`src/rtl/muldiv_sequencer_pkg.sv`:
```
// Shared definitions for the iterative RV32M multiply/divide engine.
// Holds the select/op encodings, the sequencer state type and small
// decode helpers used by muldiv_sequencer.
//
// Op encodings (op_i):
//   multiply (sel=0): 00 MUL, 01 MULH, 10 MULHSU, 11 MULHU
//   divide   (sel=1): 00 DIV, 01 DIVU, 10 REM,    11 REMU
package muldiv_sequencer_pkg;

  localparam logic       SEL_DIV   = 1'b1;

  localparam logic [1:0] OP_MUL    = 2'b00;
  localparam logic [1:0] OP_MULH   = 2'b01;
  localparam logic [1:0] OP_MULHSU = 2'b10;

  localparam logic [1:0] OP_DIVU   = 2'b01;
  localparam logic [1:0] OP_REM    = 2'b10;
  localparam logic [1:0] OP_REMU   = 2'b11;

  typedef enum logic [1:0] {
    ST_IDLE = 2'd0,
    ST_CALC = 2'd1,
    ST_FIX  = 2'd2,
    ST_DONE = 2'd3
  } state_t;

  // Whether rs1 is interpreted as a signed value for this op.
  // MUL only needs the low word, which is identical signed or unsigned.
  function automatic logic rs1_is_signed(input logic sel, input logic [1:0] op);
    if (sel == SEL_DIV) return !((op == OP_DIVU) || (op == OP_REMU));
    return (op == OP_MULH) || (op == OP_MULHSU);
  endfunction

  // Whether rs2 is interpreted as a signed value (MULHSU keeps rs2 unsigned).
  function automatic logic rs2_is_signed(input logic sel, input logic [1:0] op);
    if (sel == SEL_DIV) return !((op == OP_DIVU) || (op == OP_REMU));
    return op == OP_MULH;
  endfunction

  function automatic logic is_rem(input logic [1:0] op);
    return (op == OP_REM) || (op == OP_REMU);
  endfunction

endpackage

```
`src/rtl/muldiv_sequencer_step.sv`:
```
// Single radix-2 iteration of the multiply/divide datapath (combinational).
// The working pair {acc, opnd} is either the partial product / multiplier
// (shift-add, shifting right) or the partial remainder / dividend-quotient
// (restoring divide, shifting left).
//
// Ports:
//   div       1     0 = shift-add multiply step, 1 = restoring divide step
//   acc       XLEN  upper half of the working pair
//   opnd      XLEN  lower half of the working pair
//   b         XLEN  multiplicand or divisor magnitude
//   acc_nxt   XLEN  updated upper half
//   opnd_nxt  XLEN  updated lower half
module muldiv_sequencer_step #(
  parameter int XLEN = 32
) (
  input  logic            div,
  input  logic [XLEN-1:0] acc,
  input  logic [XLEN-1:0] opnd,
  input  logic [XLEN-1:0] b,
  output logic [XLEN-1:0] acc_nxt,
  output logic [XLEN-1:0] opnd_nxt
);

  logic [XLEN:0] add_sum;
  logic [XLEN:0] part;
  logic          fits;

  // The partial remainder can momentarily need XLEN+1 bits after the shift,
  // but whenever the subtraction succeeds the difference is below the
  // divisor, so only the low XLEN bits of the difference are kept.
  always_comb begin
    add_sum  = {1'b0, acc} + (opnd[0] ? {1'b0, b} : {(XLEN+1){1'b0}});
    part     = {acc, opnd[XLEN-1]};
    fits     = part >= {1'b0, b};
    acc_nxt  = '0;
    opnd_nxt = '0;
    if (div) begin
      acc_nxt  = fits ? (part[XLEN-1:0] - b) : part[XLEN-1:0];
      opnd_nxt = {opnd[XLEN-2:0], fits};
    end else begin
      acc_nxt  = add_sum[XLEN:1];
      opnd_nxt = {add_sum[0], opnd[XLEN-1:1]};
    end
  end

endmodule

```
`src/rtl/muldiv_sequencer.sv`:
```
// Iterative RV32M multiply/divide engine with its sequencing FSM, placed in
// EX next to the ALU. Holds the pipeline through stall_o until the result is
// ready, then presents it for the EX result mux.
//
// Optional feature: define MULDIV_RESULT_CACHE_EN to add a one-entry result
// cache that lets a repeated operation (e.g. REM after DIV on the same
// operands) complete in a single cycle.
//
// Ports:
//   clk_i     in   1     clock, rising edge
//   reset_i   in   1     asynchronous active-low reset
//   start_i   in   1     muldiv instruction in EX, held while stalled
//   sel_i     in   1     0 = multiply, 1 = divide
//   op_i      in   2     operation within the selected group
//   rs1_i     in   XLEN  operand A / dividend
//   rs2_i     in   XLEN  operand B / divisor
//   flush_i   in   1     kill the in-flight operation
//   stall_o   out  1     start_i && state != DONE
//   done_o    out  1     high for the single DONE cycle
//   result_o  out  XLEN  result, held until the next completion
module muldiv_sequencer
  import muldiv_sequencer_pkg::*;
#(
  parameter int XLEN  = 32,
  parameter int CNT_W = $clog2(XLEN)
) (
  input  logic            clk_i,
  input  logic            reset_i,
  input  logic            start_i,
  input  logic            sel_i,
  input  logic [1:0]      op_i,
  input  logic [XLEN-1:0] rs1_i,
  input  logic [XLEN-1:0] rs2_i,
  input  logic            flush_i,
  output logic            stall_o,
  output logic            done_o,
  output logic [XLEN-1:0] result_o
);

  localparam logic [CNT_W-1:0] CNT_LAST = CNT_W'(XLEN - 1);
  localparam logic [XLEN-1:0]  MIN_INT  = {1'b1, {(XLEN-1){1'b0}}};
  localparam logic [XLEN-1:0]  ALL_ONES = {XLEN{1'b1}};

  state_t            state, state_nxt;
  logic [CNT_W-1:0]  cnt;
  logic [XLEN-1:0]   acc, opnd, b_reg, result_q;
  logic [XLEN-1:0]   acc_step, opnd_step;
  logic              sel_q, neg_main_q, neg_rem_q;
  logic [1:0]        op_q;

  logic              a_neg, b_neg, div_zero, div_ovf, special, hit;
  logic [XLEN-1:0]   a_mag, b_mag, quot_fix, rem_fix;
  logic [2*XLEN-1:0] special_word, hit_word, prod_abs, fix_word, done_word;
  logic              accept, load_result, done_sel;
  logic [1:0]        done_op;

  // Words are always {hi, lo}: the 64b product, or {rem, quot} for divides.
  function automatic logic [XLEN-1:0] pick_word(input logic sel, input logic [1:0] op,
                                                input logic [2*XLEN-1:0] word);
    if (sel == SEL_DIV) return is_rem(op) ? word[2*XLEN-1:XLEN] : word[XLEN-1:0];
    return (op == OP_MUL) ? word[XLEN-1:0] : word[2*XLEN-1:XLEN];
  endfunction

  muldiv_sequencer_step #(.XLEN(XLEN)) u_step (
    .div      (sel_q),
    .acc      (acc),
    .opnd     (opnd),
    .b        (b_reg),
    .acc_nxt  (acc_step),
    .opnd_nxt (opnd_step)
  );

  // Operand magnitudes and the two divide corner cases that bypass CALC.
  always_comb begin
    a_neg        = rs1_is_signed(sel_i, op_i) && rs1_i[XLEN-1];
    b_neg        = rs2_is_signed(sel_i, op_i) && rs2_i[XLEN-1];
    a_mag        = a_neg ? -rs1_i : rs1_i;
    b_mag        = b_neg ? -rs2_i : rs2_i;
    div_zero     = (sel_i == SEL_DIV) && (rs2_i == '0);
    div_ovf      = (sel_i == SEL_DIV) && rs1_is_signed(sel_i, op_i) &&
                   (rs1_i == MIN_INT) && (rs2_i == ALL_ONES);
    special      = div_zero || div_ovf;
    special_word = div_zero ? {rs1_i, ALL_ONES} : {{XLEN{1'b0}}, MIN_INT};
  end

  // Sign correction of the unsigned magnitude result.
  always_comb begin
    prod_abs = {acc, opnd};
    quot_fix = neg_main_q ? -opnd : opnd;
    rem_fix  = neg_rem_q ? -acc : acc;
    if (sel_q == SEL_DIV) fix_word = {rem_fix, quot_fix};
    else                  fix_word = neg_main_q ? -prod_abs : prod_abs;
  end

  // A completion is either a one-cycle bypass from IDLE or the FIX step.
  always_comb begin
    accept      = (state == ST_IDLE) && start_i && !flush_i;
    load_result = !flush_i && (((state == ST_IDLE) && start_i && (special || hit)) ||
                               (state == ST_FIX));
    done_word   = (state == ST_FIX) ? fix_word : (special ? special_word : hit_word);
    done_sel    = (state == ST_FIX) ? sel_q : sel_i;
    done_op     = (state == ST_FIX) ? op_q  : op_i;
  end

`ifdef MULDIV_RESULT_CACHE_EN
  logic              c_valid, c_sel;
  logic [1:0]        c_op;
  logic [XLEN-1:0]   c_rs1, c_rs2, rs1_q, rs2_q;
  logic [2*XLEN-1:0] c_word;

  // Any cached multiply serves MUL (low word is sign-independent); divides
  // share an entry when signedness matches since {rem, quot} is stored.
  always_comb begin
    hit      = c_valid && (c_sel == sel_i) && (c_rs1 == rs1_i) && (c_rs2 == rs2_i) &&
               ((sel_i == SEL_DIV) ? (c_op[0] == op_i[0])
                                   : ((op_i == OP_MUL) || (op_i == c_op)));
    hit_word = c_word;
  end

  always_ff @(posedge clk_i or negedge reset_i) begin
    if (!reset_i) begin
      c_valid <= 1'b0;
      c_sel   <= 1'b0;
      c_op    <= '0;
      c_rs1   <= '0;
      c_rs2   <= '0;
      c_word  <= '0;
      rs1_q   <= '0;
      rs2_q   <= '0;
    end else begin
      if (accept) begin
        rs1_q <= rs1_i;
        rs2_q <= rs2_i;
      end
      if (load_result) begin
        c_valid <= 1'b1;
        c_sel   <= done_sel;
        c_op    <= done_op;
        c_rs1   <= (state == ST_FIX) ? rs1_q : rs1_i;
        c_rs2   <= (state == ST_FIX) ? rs2_q : rs2_i;
        c_word  <= done_word;
      end
    end
  end
`else
  always_comb begin
    hit      = 1'b0;
    hit_word = '0;
  end
`endif

  always_ff @(posedge clk_i or negedge reset_i) begin
    if (!reset_i) state <= ST_IDLE;
    else          state <= state_nxt;
  end

  // Flush overrides every transition, including a start seen in IDLE.
  always_comb begin
    state_nxt = state;
    stall_o   = start_i && (state != ST_DONE);
    done_o    = (state == ST_DONE);
    case (state)
      ST_IDLE: if (start_i) state_nxt = (special || hit) ? ST_DONE : ST_CALC;
      ST_CALC: if (cnt == CNT_LAST) state_nxt = ST_FIX;
      ST_FIX:  state_nxt = ST_DONE;
      ST_DONE: state_nxt = ST_IDLE;
      default: state_nxt = ST_IDLE;
    endcase
    if (flush_i) state_nxt = ST_IDLE;
  end

  // Multiply keeps the multiplier in opnd; divide keeps the dividend there.
  always_ff @(posedge clk_i or negedge reset_i) begin
    if (!reset_i) begin
      cnt        <= '0;
      acc        <= '0;
      opnd       <= '0;
      b_reg      <= '0;
      sel_q      <= 1'b0;
      op_q       <= '0;
      neg_main_q <= 1'b0;
      neg_rem_q  <= 1'b0;
      result_q   <= '0;
    end else begin
      if (accept) begin
        cnt        <= '0;
        acc        <= '0;
        opnd       <= (sel_i == SEL_DIV) ? a_mag : b_mag;
        b_reg      <= (sel_i == SEL_DIV) ? b_mag : a_mag;
        sel_q      <= sel_i;
        op_q       <= op_i;
        neg_main_q <= a_neg ^ b_neg;
        neg_rem_q  <= a_neg;
      end else if (state == ST_CALC) begin
        acc  <= acc_step;
        opnd <= opnd_step;
        cnt  <= cnt + 1'b1;
      end
      if (load_result) result_q <= pick_word(done_sel, done_op, done_word);
    end
  end

  assign result_o = result_q;

endmodule

```
`config.mk`:
```
export PLATFORM = sky130hd
export DESIGN_NAME = muldiv_sequencer
export DESIGN_NICKNAME = d
export VERILOG_FILES = /design/src/rtl/muldiv_sequencer_pkg.sv /design/src/rtl/muldiv_sequencer_step.sv /design/src/rtl/muldiv_sequencer.sv
export SDC_FILE = /design/constraint.sdc
export NUM_CORES = 1
export LEC_CHECK = 0
export CELL_PAD_IN_SITES_DETAIL_PLACEMENT = 0
export CELL_PAD_IN_SITES_GLOBAL_PLACEMENT = 1
export CORE_MARGIN = 5
export CORE_UTILIZATION = 37
export DETAILED_ROUTE_END_ITERATION = 10
export PLACE_DENSITY_LB_ADDON = 0.1
export SKIP_CTS_REPAIR_TIMING = 1
export SLEW_MARGIN = 20
export SYNTH_ARGS = -nofsm -noshare
export SYNTH_HDL_FRONTEND = slang
export SYNTH_SLANG_ARGS = --single-unit
export TNS_END_PERCENT = 20
```
`constraint.sdc`:
```
create_clock -name clk_i -period 5.4 [get_ports clk_i]
set_input_delay 1.08 -clock clk_i [delete_from_list [all_inputs] [get_ports clk_i]]
set_output_delay 1.08 -clock clk_i [all_outputs]
set_load 0.05 [all_outputs]
```
# --- Yosys cells after proc, flatten, opt, wreduce, memory -nomap -nowiden ---
# Cells that the tools add are included.
word_totals:
  reg_bits: 140
  out_inout_bits: 34
  wordCells: 95
op_classes:
  addsub: 8
  n_lt_le_gt_ge: 1
  n_eq_ne: 14
  muxes: 38
  bitwise_logic: 1
  reduce_logical: 23
ops:
  columns: ["cell", "count"]
  rows:
  - ["$mux W32", 18]
  - ["$mux W64", 5]
  - ["$neg A32 Y32", 4]
  - ["$eq A32 B32 Y1 const B", 2]
  - ["$neg A64 Y64", 1]
  - ["$add A32 B33 Y33", 1]
  - ["$ge A33 B32 Y1", 1]
  - ["$logic_not A32 Y1", 1]
  - ["$sub A32 B32 Y32", 1]
  - ["$eq A2 B2 Y1 const B", 6]
  - ["$logic_and A1 B1 Y1", 11]
  - ["$mux W2", 5]
  - ["$mux W5", 2]
  - ["$pmux W2 S4", 1]
  - ["$mux W1", 7]
  - ["$ne A3 B3 Y1 const B", 2]
  - ["$add A5 B1 Y5 const B", 1]
  - ["$eq A5 B5 Y1 const B", 1]
  - ["$logic_or A1 B1 Y1", 5]
  - ["$eq A2 B1 Y1 const B", 2]
  - ["$logic_not A2 Y1", 2]
  - ["$logic_not A1 Y1", 2]
  - ["$ne A2 B2 Y1 const B", 1]
  - ["$reduce_and A2 Y1", 1]
  - ["2 further kinds", 2]

# --- Depth between registers and ports, before layout ---
# Gate-level depths: netlist (run 1).
logic_depth:
  word_depth: 14
  depth_mapped: 15

# --- Modules after synthesis ---
# Synthesis (run 1) repeated with hierarchy kept, for this count alone.
hier_totals:
  cells_unflattened: 1906
  hier_area_um2: 14993.1
by_module_without_submodules:
  columns: ["mod", "n_inst", "cells_per_inst", "area_each_um2"]
  rows:
  - ["muldiv_sequencer", 1, 1201, 10126.0]
  - ["muldiv_sequencer_step", 1, 705, 4867.2]

# --- Worst setup path before layout (run 1) ---
# No wires, ideal clock.
synth_path:
  path_kind: "input-to-reg"
  from: "input port rs2_i[6]"
  to: "register result_q[27], in the netlist result_o[27]"
  arrival_time_ns: 3.189
  t_required_ns: 5.266
  slack_ns: 2.077
  path_stages: 11
  path_cell_list: "or4_4 or3_4 or3_1 buf_2 o32ai_4 nand2_4 and2_4 buf_6 buf_6 nand2_2 o211ai_2"
synth_via:
  elab_chain_len: 8
  elab_cells_between_ends: 15
  cone_classes: "eq/ne (1); mux (7); reduce/logical (7)"
synth_rtl:
  columns: ["element", "line_no", "text"]
  rows:
  - ["start: declaration", "muldiv_sequencer.sv:33", "input logic [XLEN-1:0] rs2_i,"]
  - ["$logic_not A32 Y1 / $eq A32 B32 Y1 (equally long branches)", "muldiv_sequencer.sv:79, muldiv_sequencer.sv:81", null]
  - ["$logic_and A1 B1 Y1, on equally long branches", "muldiv_sequencer.sv:79, muldiv_sequencer.sv:81", null]
  - ["$mux W64 / $logic_or A1 B1 Y1 (equally long branches)", "muldiv_sequencer.sv:83, muldiv_sequencer.sv:82", null]
  - ["$mux W64 (2 in a row)", "muldiv_sequencer.sv:100", "done_word = (state == ST_FIX) ? fix_word : (special ? special_word : hit_word);"]
  - ["$mux W32 (2 in a row)", "muldiv_sequencer.sv:60", "if (sel == SEL_DIV) return is_rem(op) ? word[2*XLEN-1:XLEN] : word[XLEN-1:0];"]
  - ["$mux W32", "muldiv_sequencer.sv:61", "return (op == OP_MUL) ? word[XLEN-1:0] : word[2*XLEN-1:XLEN];"]
  - ["end signal: assignment", "muldiv_sequencer.sv:199", "if (load_result) result_q <= pick_word(done_sel, done_op, done_word);"]
  - ["end: declaration", "muldiv_sequencer.sv:46", "logic [XLEN-1:0] acc, opnd, b_reg, result_q;"]
# Several ways; a longest one is shown, not always the timed one. The select of a mux whose other input is x is not followed.
# A chain may end at the register's enable or synchronous reset.

# --- Final worst setup path (run 1) ---
layout_path:
  from: "register opnd[0]"
  to: "register result_q[4], in the netlist result_o[4]"
layout_via:
  elab_chain_len: 7
  elab_cells_between_ends: 10
  cone_classes: "add/sub (2); mux (8)"
layout_rtl:
  columns: ["element", "line_no", "text"]
  rows:
  - ["start: declaration", "muldiv_sequencer.sv:46", null]
  - ["start signal: assignment", "muldiv_sequencer.sv:188", "opnd <= (sel_i == SEL_DIV) ? a_mag : b_mag;"]
  - ["start signal: assignment", "muldiv_sequencer.sv:196", "opnd <= opnd_step;"]
  - ["$neg A64 Y64 / $neg A32 Y32 (equally long branches)", "muldiv_sequencer.sv:92, muldiv_sequencer.sv:89", null]
  - ["$mux W64 / $mux W32 (equally long branches)", "muldiv_sequencer.sv:92, muldiv_sequencer.sv:89", null]
  - ["$mux W64 (*)", "muldiv_sequencer.sv:91", "if (sel_q == SEL_DIV) fix_word = {rem_fix, quot_fix};"]
  - ["$mux W64 (*)", "muldiv_sequencer.sv:100", null]
  - ["$mux W32 (2 in a row)", "muldiv_sequencer.sv:60", null]
  - ["$mux W32 (*)", "muldiv_sequencer.sv:61", null]
# Mark *: on every way between the ends. The rest lies on a longest branch, timed or not. The select of a mux whose other input is x is not followed.

==> results of run 1 <==
[final cells by class]
type / instances / area (µm²)
Timing Repair Buffer: 131 / 1250
Inverter: 80 / 300
Sequential cell: 140 / 3510
Fill cell: 4135 / 22800
Clock buffer: 20 / 447
Tap cell: 525 / 657
Clock inverter: 12 / 184
Multi-Input combinational cell: 1645 / 10500
[kinds of logic after synthesis]
group                      after synthesis  synth area share [%]
and+or+nand+nor                        658                  21.0
xor gates and xnor gates               169                  9.96
adders and majority gates               78                  6.67
muxes                                   69                  5.04
DFF                                    140                  23.6
AOI/OAI and AO/OA                      671                  28.1
buffers and inverters                  206                  5.67
[power by group]
group | internal, mW | switching (mW)
combinational | 2.67 | 4.21
sequential | 1.46 | 0.807
clock | 0.793 | 0.544
[worst paths after layout]
check / startpoint / to / slack (ns) / cells past startpoint
worst min register to register: result_o[19] / result_o[19] / 0.48 / 1
max in group asynchronous: reset_i / result_o[6] / 3.80 / 2
worst max register to register: opnd[0] / result_o[4] / 0.96 / 11
worst min-delay path: result_o[19] / result_o[19] / 0.48 / 1
worst max-delay path: opnd[0] / result_o[4] / 0.96 / 11
min in group asynchronous: reset_i / acc[13] / 0.66 / 1
[placed cells by master, fill, tap and decap left out, types with 8 or more instances in the layout]
cell type,netlist,layout
o22ai_1,8,8
inv_1,79,79
o21bai_1,11,11
nor3_1,42,42
or2_2,13,13
mux2_4,10,10
o41ai_1,11,11
ha_1,76,75
mux2i_1,52,52
clkdlybuf4s50_1,0,102
nand2b_1,15,15
o21ai_1,8,8
a211oi_1,20,20
o211ai_1,68,68
or3_1,18,18
and3_1,13,13
o21a_1,10,9
buf_4,4,27
nor4_1,17,17
a21oi_1,179,179
nand3_1,38,38
o31ai_1,21,21
and2_1,14,14
nand2_1,215,215
xnor2_1,79,79
xor2_1,90,90
or4_1,10,10
clkbuf_16,0,17
a31oi_1,17,17
a21o_1,27,27
nor2_1,201,201
dfrtp_1,140,139
nand4_1,24,24
o21ai_0,218,218
[stage by stage]
stage               utilization (%)  cell area [µm²]  power [mW]  worst slack, ns  cells
finish                         42.5            16900        10.5            0.960   2553
global route                   42.5            16900        11.2            0.824   2553
CTS                            42.5            16900        10.4             1.07   2553
detailed placement             40.9            16300        9.04            0.733   2521
global placement               40.9            16300        9.04            0.859   2521
floorplan                         -            14900        6.98             2.08   1991
[critical path: cells and delay by family (launching register included)]
kind | cells | cell delay, ns
AO/OA/AOI/OAI | 4 | 0.99
XOR/XNOR | 1 | 0.26
adder cells (fa/ha/maj) | 1 | 0.31
buffers and inverters | 1 | 0.57
flip-flops | 1 | 0.47
AND/OR/NAND/NOR | 4 | 1.71
[layer usage]
metal | track usage (%) | vias to the layer above
li1 | - | 7246
met2 | 41.3 | 581
met5 | 0 | -
met4 | 9.48 | 2
met1 | 39.0 | 7425
met3 | 6.71 | 102
==> results.sh, run 1 <==
export IMPL_status="finished, final reports clean"
export IMPL_place_hpwl_um=48300
export IMPL_htree_num_levels=4
export IMPL_layout_min_cycle_time_ns=4.44
export IMPL_synth_top_area_cell="dfrtp_1"
export IMPL_wl_per_cell_um=24.5
export IMPL_cp_slowest_cell="nor3b_1"
export IMPL_routed_top_layer="met5"
export IMPL_clkTransAtPathRegs_ns=0.07
export IMPL_worstHoldPathType="reg -> reg"
export IMPL_die_h_um=210
export IMPL_ir_drop_mv=0.272
export IMPL_start_util_pct=37.4
export IMPL_fin_crit_sh_pct=82.2
export IMPL_worst_slew_pin_slew_ns=0.974
export IMPL_critPathRequiredTime_ns=5.73
export IMPL_grt_pass1_wl_um=93400
export IMPL_crit_fanout=18
export IMPL_detail_route_drc_violations=0
export IMPL_n_antenna_cell=0
export IMPL_hold_viol_final=0
export IMPL_worstPathCellList="inv_1, ha_1, nor3b_1, nand4_1, or3_1, or2_2, o21ai_0, o21ai_0, xor2_1, a221oi_1, a21oi_1"
export IMPL_grt_overflow=0
export IMPL_wirelength_um=62500
export IMPL_synth_fp_nets=2140
export IMPL_coreArea_mm2=0.0397
export IMPL_ctsRootBufferMaster="clkbuf_16"
export IMPL_yosysMostFrequentCell="o21ai_0"
export IMPL_grt_pass1_vias=14500
export IMPL_dr_wl_met3_um=4990
export IMPL_hold_worst_slack_ns=0.481
export IMPL_path_class="reg -> reg"
export IMPL_fin_nets=2164
export IMPL_critPathCaptureType="flop"
export IMPL_cts_buffer_depth=2
export IMPL_drive_gt1_share_pct=6.02
export IMPL_synthArstFlopShare_pct=100
export IMPL_synth_top_area_share_pct=23.6
export IMPL_grt_max_degree=80
export IMPL_gp_congestion=0.947
export IMPL_setup_viol=0
export IMPL_synth_cell_types=93
export IMPL_num_rows=73
export IMPL_synth_area_top_cells="dfrtp_1, o21ai_0, ha_1, a21oi_1, nand2_1"
export IMPL_clock_fmax_ghz=0.225
export IMPL_report_final_slew_viol_count=0
export IMPL_avgSynthCellArea_um2=7.46
export IMPL_ys_seq_elements=140
export IMPL_p_per_area_mw_per_mm2=621
export IMPL_netlist_area_mm2=0.0149
export IMPL_ys_seq_area_share_pct=23.6
export IMPL_vias=15400
export IMPL_final_antenna_net_count=0
export IMPL_finClkSkew_ns=0.0116
export IMPL_clk_latency_ns=0.46
export IMPL_die_w_um=210
export IMPL_antenna_found_initial=2
export IMPL_ys_top_cells_by_count="o21ai_0, nand2_1, nor2_1"
export IMPL_vias_per_cell=6.01
export IMPL_startpoint_type="flop"
export IMPL_wl_met1_um=28500
export IMPL_slowest_delay_ns=0.64
export IMPL_cts_buffers=17
export IMPL_first_pass_iters=6
export IMPL_rsz0062_at_grt="false"
export IMPL_port_buffer_count=104
export IMPL_slew_headroom_pct=35.1
export IMPL_ys_warnings_count=0
export IMPL_crit_path_frequent_cell="o21ai_0"
export IMPL_finalSetupTns_ns=0
export IMPL_io_pins=105
export IMPL_syn_to_final_growth_pct=13.6
export IMPL_max_cap_violations=0
export IMPL_die_area_mm2=0.0443
export IMPL_grt_usage_pct=27.6
export IMPL_synth_ff_type="dfrtp_1"
export IMPL_clock_sinks=140
export IMPL_arrival_ns=4.77
export IMPL_synthCells=1991
export IMPL_met2_length_um=27000
export IMPL_cts_tree="built"
export IMPL_drtIter0Drc=1582
export IMPL_synth_edf_count=0
export IMPL_leakage_nw=6.91
(Power assumes the default switching activity.)
==> run 2: changes to the inputs <==
Clock period 5.4 ns to 3.65 ns, I/O delays scaled along.
==> results.sh, run 2 (same netlist as run 1, synthesis figures left out) <==
export IMPL_status="finished, final reports clean"
export IMPL_die_w_um=210
export IMPL_fin_total_pwr_mw=16.8
export IMPL_grt_usage_pct=29.0
export IMPL_fill_cells=4112
export IMPL_cp_slowest_cell="or4_4"
export IMPL_detail_route_drc_violations=0
export IMPL_cts_tree="built"
export IMPL_die_h_um=210
export IMPL_grt_overflow=0
export IMPL_clkPwrFrac_pct=12.5
export IMPL_setup_viol=0
export IMPL_io_pins=105
export IMPL_layout_min_cycle_time_ns=3.48
export IMPL_slew_headroom_pct=32.8
export IMPL_worstHoldPathType="in -> async"
export IMPL_place_hpwl_um=52000
export IMPL_grt_max_degree=88
export IMPL_clk_latency_ns=0.47
export IMPL_setup_ws_ns=0.168
export IMPL_final_common_cell="o21ai_0"
export IMPL_wirelength_um=65700
export IMPL_path_class="in -> reg"
export IMPL_grt_pass1_vias=15300
export IMPL_n_antenna_cell=0
export IMPL_gp_congestion=0.946
export IMPL_slowest_delay_ns=0.60
export IMPL_grt_pass1_wl_um=97900
export IMPL_critPathRequiredTime_ns=3.96
export IMPL_final_antenna_net_count=0
export IMPL_first_pass_iters=8
export IMPL_crit_reg2reg_launch="opnd[0]"
export IMPL_clock_sinks=140
export IMPL_clock_fmax_ghz=0.287
export IMPL_place_ws_ns=-0.207
export IMPL_cts_buffer_depth=2
export IMPL_hold_worst_slack_ns=0.258
export IMPL_port_buffer_count=104
export IMPL_swShare_pct=50.9
export IMPL_die_area_mm2=0.0443
export IMPL_arrival_ns=3.79
export IMPL_p_switching_mw=8.58
export IMPL_critPathCaptureType="flop"
export IMPL_p_per_area_mw_per_mm2=911
export IMPL_p_int_mw=8.26
export IMPL_vias_per_cell=5.88
export IMPL_syn_to_final_growth_pct=24.4
export IMPL_clkTransAtPathRegs_ns=0.07
export IMPL_drive_gt1_share_pct=14.7
export IMPL_start_util_pct=37.4
export IMPL_coreArea_mm2=0.0397
export IMPL_ctsRootBufferMaster="clkbuf_16"
export IMPL_max_cap_violations=0
export IMPL_comb_power_share_pct=70.1
export IMPL_report_final_slew_viol_count=0
export IMPL_worstPathCellList="clkdlybuf4s50_1, or4_4, nor4_1, buf_4, and3_1, nand2_1, o31ai_1, xnor2_1, o211ai_1, o21ai_0"
export IMPL_wl_per_cell_um=23.9
export IMPL_rsz0062_at_grt="true"
export IMPL_finClkSkew_ns=0.0134
export IMPL_num_rows=73
export IMPL_reg2regPathDepth=15
export IMPL_layout_common_cells="o21ai_0, nand2_1, buf_4"
export IMPL_leakage_nw=7.89
export IMPL_startpoint_type="input pin"
export IMPL_drtIter0Drc=1595
export IMPL_vias=16100
export IMPL_fin_nets=2356
export IMPL_r2r_slack_ns=0.17
export IMPL_reg2reg_to="acc[29]"
export IMPL_antenna_found_initial=0
export IMPL_worst_slew_pin_slew_ns=1.01
export IMPL_cts_buffers=17
export IMPL_hold_viol_final=0
export IMPL_htree_num_levels=4
export IMPL_ir_drop_mv=0.551
export IMPL_finalSetupTns_ns=0
export IMPL_final_core_util_pct=46.5
export IMPL_power_frac_seq_pct=17.4
export IMPL_crit_fanout=5
export IMPL_fin_crit_sh_pct=95.4
## run 2: layer usage
metal  wire, µm  vias up  track usage [%]
met5          0        -                0
met4       1880        0             8.76
met3       5690       74             6.56
met2      28200      694             42.9
met1      29900     7739             42.1
li1           -     7640                -
## run 2: layout make-up
class | count | area [µm²] | area share, %
inverters | 80 | 300 | 1.62
clock buffers | 19 | 433 | 2.34
clock inverters | 13 | 236 | 1.28
multi-input cells | 1645 | 10600 | 57.4
well taps | 525 | 657 | 3.55
repair buffers | 323 | 2750 | 14.9
flip-flops and latches | 140 | 3510 | 19.0
## run 2: power by group through the flow
stage	registers, mW	logic [mW]	clock network (mW)
after floorplan	3.11	7.22	0
after global placement	2.93	11.5	0
after detailed placement	2.94	11.5	0
after CTS	2.91	11.5	2.12
after global routing	3.02	12.7	2.18
final	2.93	11.8	2.11
## run 2: how the worst max path moves through the flow
stage / to / startpoint / slack, ns
6_report: b_reg[29] / rs1_i[2] / 0.17
5_1_grt: acc[26] / opnd[0] / -0.002
4_1_cts: acc[30] / acc[10] / -0.1
3_3_place_gp: b_reg[29] / rs1_i[2] / -0.22
3_5_place_dp: b_reg[29] / rs1_i[2] / -0.21
2_1_floorplan: acc[30] / opnd[31] / 0.35
## run 2: worst max-delay path: cells and delay by family
kind / cells / cell delay [ns]
compound gates: 3 / 0.83
simple gates: 4 / 1.46
buf+inv: 2 / 0.63
xor+xnor: 1 / 0.14
## run 2: stage by stage
step           cell area [µm²]  instances
3_3_place_gp             17700       2713
4_1_cts                  18400       2745
2_1_floorplan            14900       1991
5_1_grt                  18500       2745
6_report                 18500       2745
3_5_place_dp             17700       2713
==> run 3: changes to the inputs <==
Settings changed: CORE_UTILIZATION 37 to 25.
==> results.sh, run 3 (same netlist as run 1, synthesis figures left out) <==
export IMPL_grt_usage_pct=21.9
export IMPL_critPathCaptureType="flop"
export IMPL_ir_drop_mv=0.517
export IMPL_die_w_um=254
export IMPL_report_final_slew_viol_count=0
export IMPL_status="finished, final reports clean"
export IMPL_crit_fanout=17
export IMPL_clkTransAtPathRegs_ns=0.07
export IMPL_power_frac_seq_pct=16.8
export IMPL_io_pins=105
export IMPL_final_antenna_net_count=0
export IMPL_setup_viol=0
export IMPL_p_per_area_mw_per_mm2=902
export IMPL_cp_slowest_cell="dfrtp_1"
export IMPL_worstPathCellList="inv_1, ha_1, nand3_1, nor3_1, a41oi_1, o21ai_1, or4_1, o21a_1, buf_4, mux2_1, a21oi_1, nor2_1"
export IMPL_num_rows=89
export IMPL_grt_pass1_wl_um=105000
export IMPL_leakage_nw=7.93
export IMPL_hold_viol_final=0
export IMPL_final_common_cell="buf_4"
export IMPL_grt_overflow=0
export IMPL_gp_congestion=0.886
export IMPL_syn_to_final_growth_pct=26.9
export IMPL_comb_power_share_pct=72.2
export IMPL_fin_nets=2370
export IMPL_layout_common_cells="buf_4, o21ai_0, nand2_1"
export IMPL_rsz0062_at_grt="true"
export IMPL_max_cap_violations=0
export IMPL_coreArea_mm2=0.0589
export IMPL_clock_sinks=140
export IMPL_finClkSkew_ns=0.0119
export IMPL_vias_per_cell=5.24
export IMPL_worstHoldPathType="in -> async"
export IMPL_ctsRootBufferMaster="clkbuf_16"
export IMPL_worst_slew_pin_slew_ns=1.01
export IMPL_drive_gt1_share_pct=15.3
export IMPL_antenna_found_initial=0
export IMPL_first_pass_iters=6
export IMPL_cts_buffer_depth=2
export IMPL_instances_no_fill=3007
export IMPL_grt_pass1_vias=15800
export IMPL_wirelength_um=71500
export IMPL_slew_headroom_pct=32.7
export IMPL_grt_max_degree=111
export IMPL_drtIter0Drc=1174
export IMPL_n_antenna_cell=0
export IMPL_layout_min_cycle_time_ns=3.58
export IMPL_detail_route_drc_violations=0
export IMPL_wl_per_cell_um=23.8
export IMPL_htree_num_levels=4
export IMPL_reg2regPathDepth=12
export IMPL_place_hpwl_um=57900
export IMPL_swShare_pct=52.3
export IMPL_clkPwrFrac_pct=11.0
export IMPL_final_core_util_pct=32.0
export IMPL_port_buffer_count=104
export IMPL_die_h_um=254
export IMPL_fin_crit_sh_pct=98.0
export IMPL_startpoint_type="flop"
export IMPL_slowest_delay_ns=0.54
export IMPL_cts_tree="built"
export IMPL_arrival_ns=3.97
export IMPL_vias=15700
export IMPL_critPathRequiredTime_ns=4.04
export IMPL_clk_latency_ns=0.50
export IMPL_cts_buffers=17
export IMPL_p_switching_mw=8.89
export IMPL_hold_worst_slack_ns=0.207
export IMPL_dp_cells=2975
export IMPL_start_util_pct=25.2
export IMPL_die_area_mm2=0.0644
export IMPL_clock_fmax_ghz=0.280
export IMPL_p_int_mw=8.11
export IMPL_path_class="reg -> reg"
## run 3: cell count changes in the layout (fill, tap and decap cells not counted), moves of 2 or more
cell | before | now
inv_6 | 2 | 5
clkinvlp_4 | 1 | 5
a221oi_1 | 5 | 7
buf_4 | 215 | 227
o311ai_2 | 0 | 2
bufinv_16 | 6 | 2
o311ai_1 | 3 | 1
buf_12 | 5 | 7
a221oi_2 | 2 | 0
## run 3: worst max-delay path, delay by kind of cell (launching register included)
kind	cells	cell delay, ns
compound gates	4	0.90
buf+inv	2	0.39
mux	1	0.36
fa+ha+maj	1	0.40
simple gates	4	0.89
flops	1	0.54
## run 3: power by group through the flow
| stage | clock network [mW] | logic [mW] | registers [mW] |
|---|---|---|---|
| 2_1_floorplan | 0 | 7.22 | 3.11 |
| 3_3_place_gp | 0 | 12.1 | 2.89 |
| 3_5_place_dp | 0 | 12.1 | 2.88 |
| 4_1_cts | 1.92 | 12.2 | 2.86 |
| 5_1_grt | 1.97 | 13.3 | 2.95 |
| 6_report | 1.87 | 12.3 | 2.87 |
## run 3: per-stage QoR
| stage | worst slack (ns) | setup TNS [ns] | power (mW) | area [µm²] |
|---|---|---|---|---|
| global route | -0.0500 | -0.124 | 18.2 | 18900 |
| finish | 0.0738 | 0 | 17.0 | 18900 |
| CTS | -0.0855 | -0.0855 | 16.9 | 18800 |
| global placement | -0.0349 | -0.114 | 15.0 | 18200 |
| floorplan | 0.352 | 0 | 10.3 | 14900 |
| detailed placement | -0.0444 | -0.0805 | 15.0 | 18200 |
## run 3: area by class of cell
class | count | area, µm²
Sequential cell | 140 | 3510
Tap cell | 773 | 967
Clock buffer | 18 | 429
Clock inverter | 14 | 159
Fill cell | 6411 | 40000
Timing Repair Buffer | 337 | 2880
Inverter | 80 | 300
Multi-Input combinational cell | 1645 | 10600
## run 3: final timing paths
kind	slack, ns	end	from
max	0.07	acc[17]	b_reg[26]
min	0.21	b_reg[5]	reset_i
max reg2reg	0.07	acc[17]	b_reg[26]
min reg2reg	0.48	result_o[0]	result_o[0]
max in group asynchronous	2.62	acc[25]	reset_i
min in group clk_i	0.48	result_o[0]	result_o[0]
## run 3: per-layer routing
metal  global-route usage (%)  vias to the layer above  part of all wire (%)
met1                     30.0                     7630                    47
met3                     2.85                       73                   3.8
met4                     6.38                        0                   2.6
met2                     36.3                      395                    47
li1                         -                     7649                     -
met5                        0                        -                     0
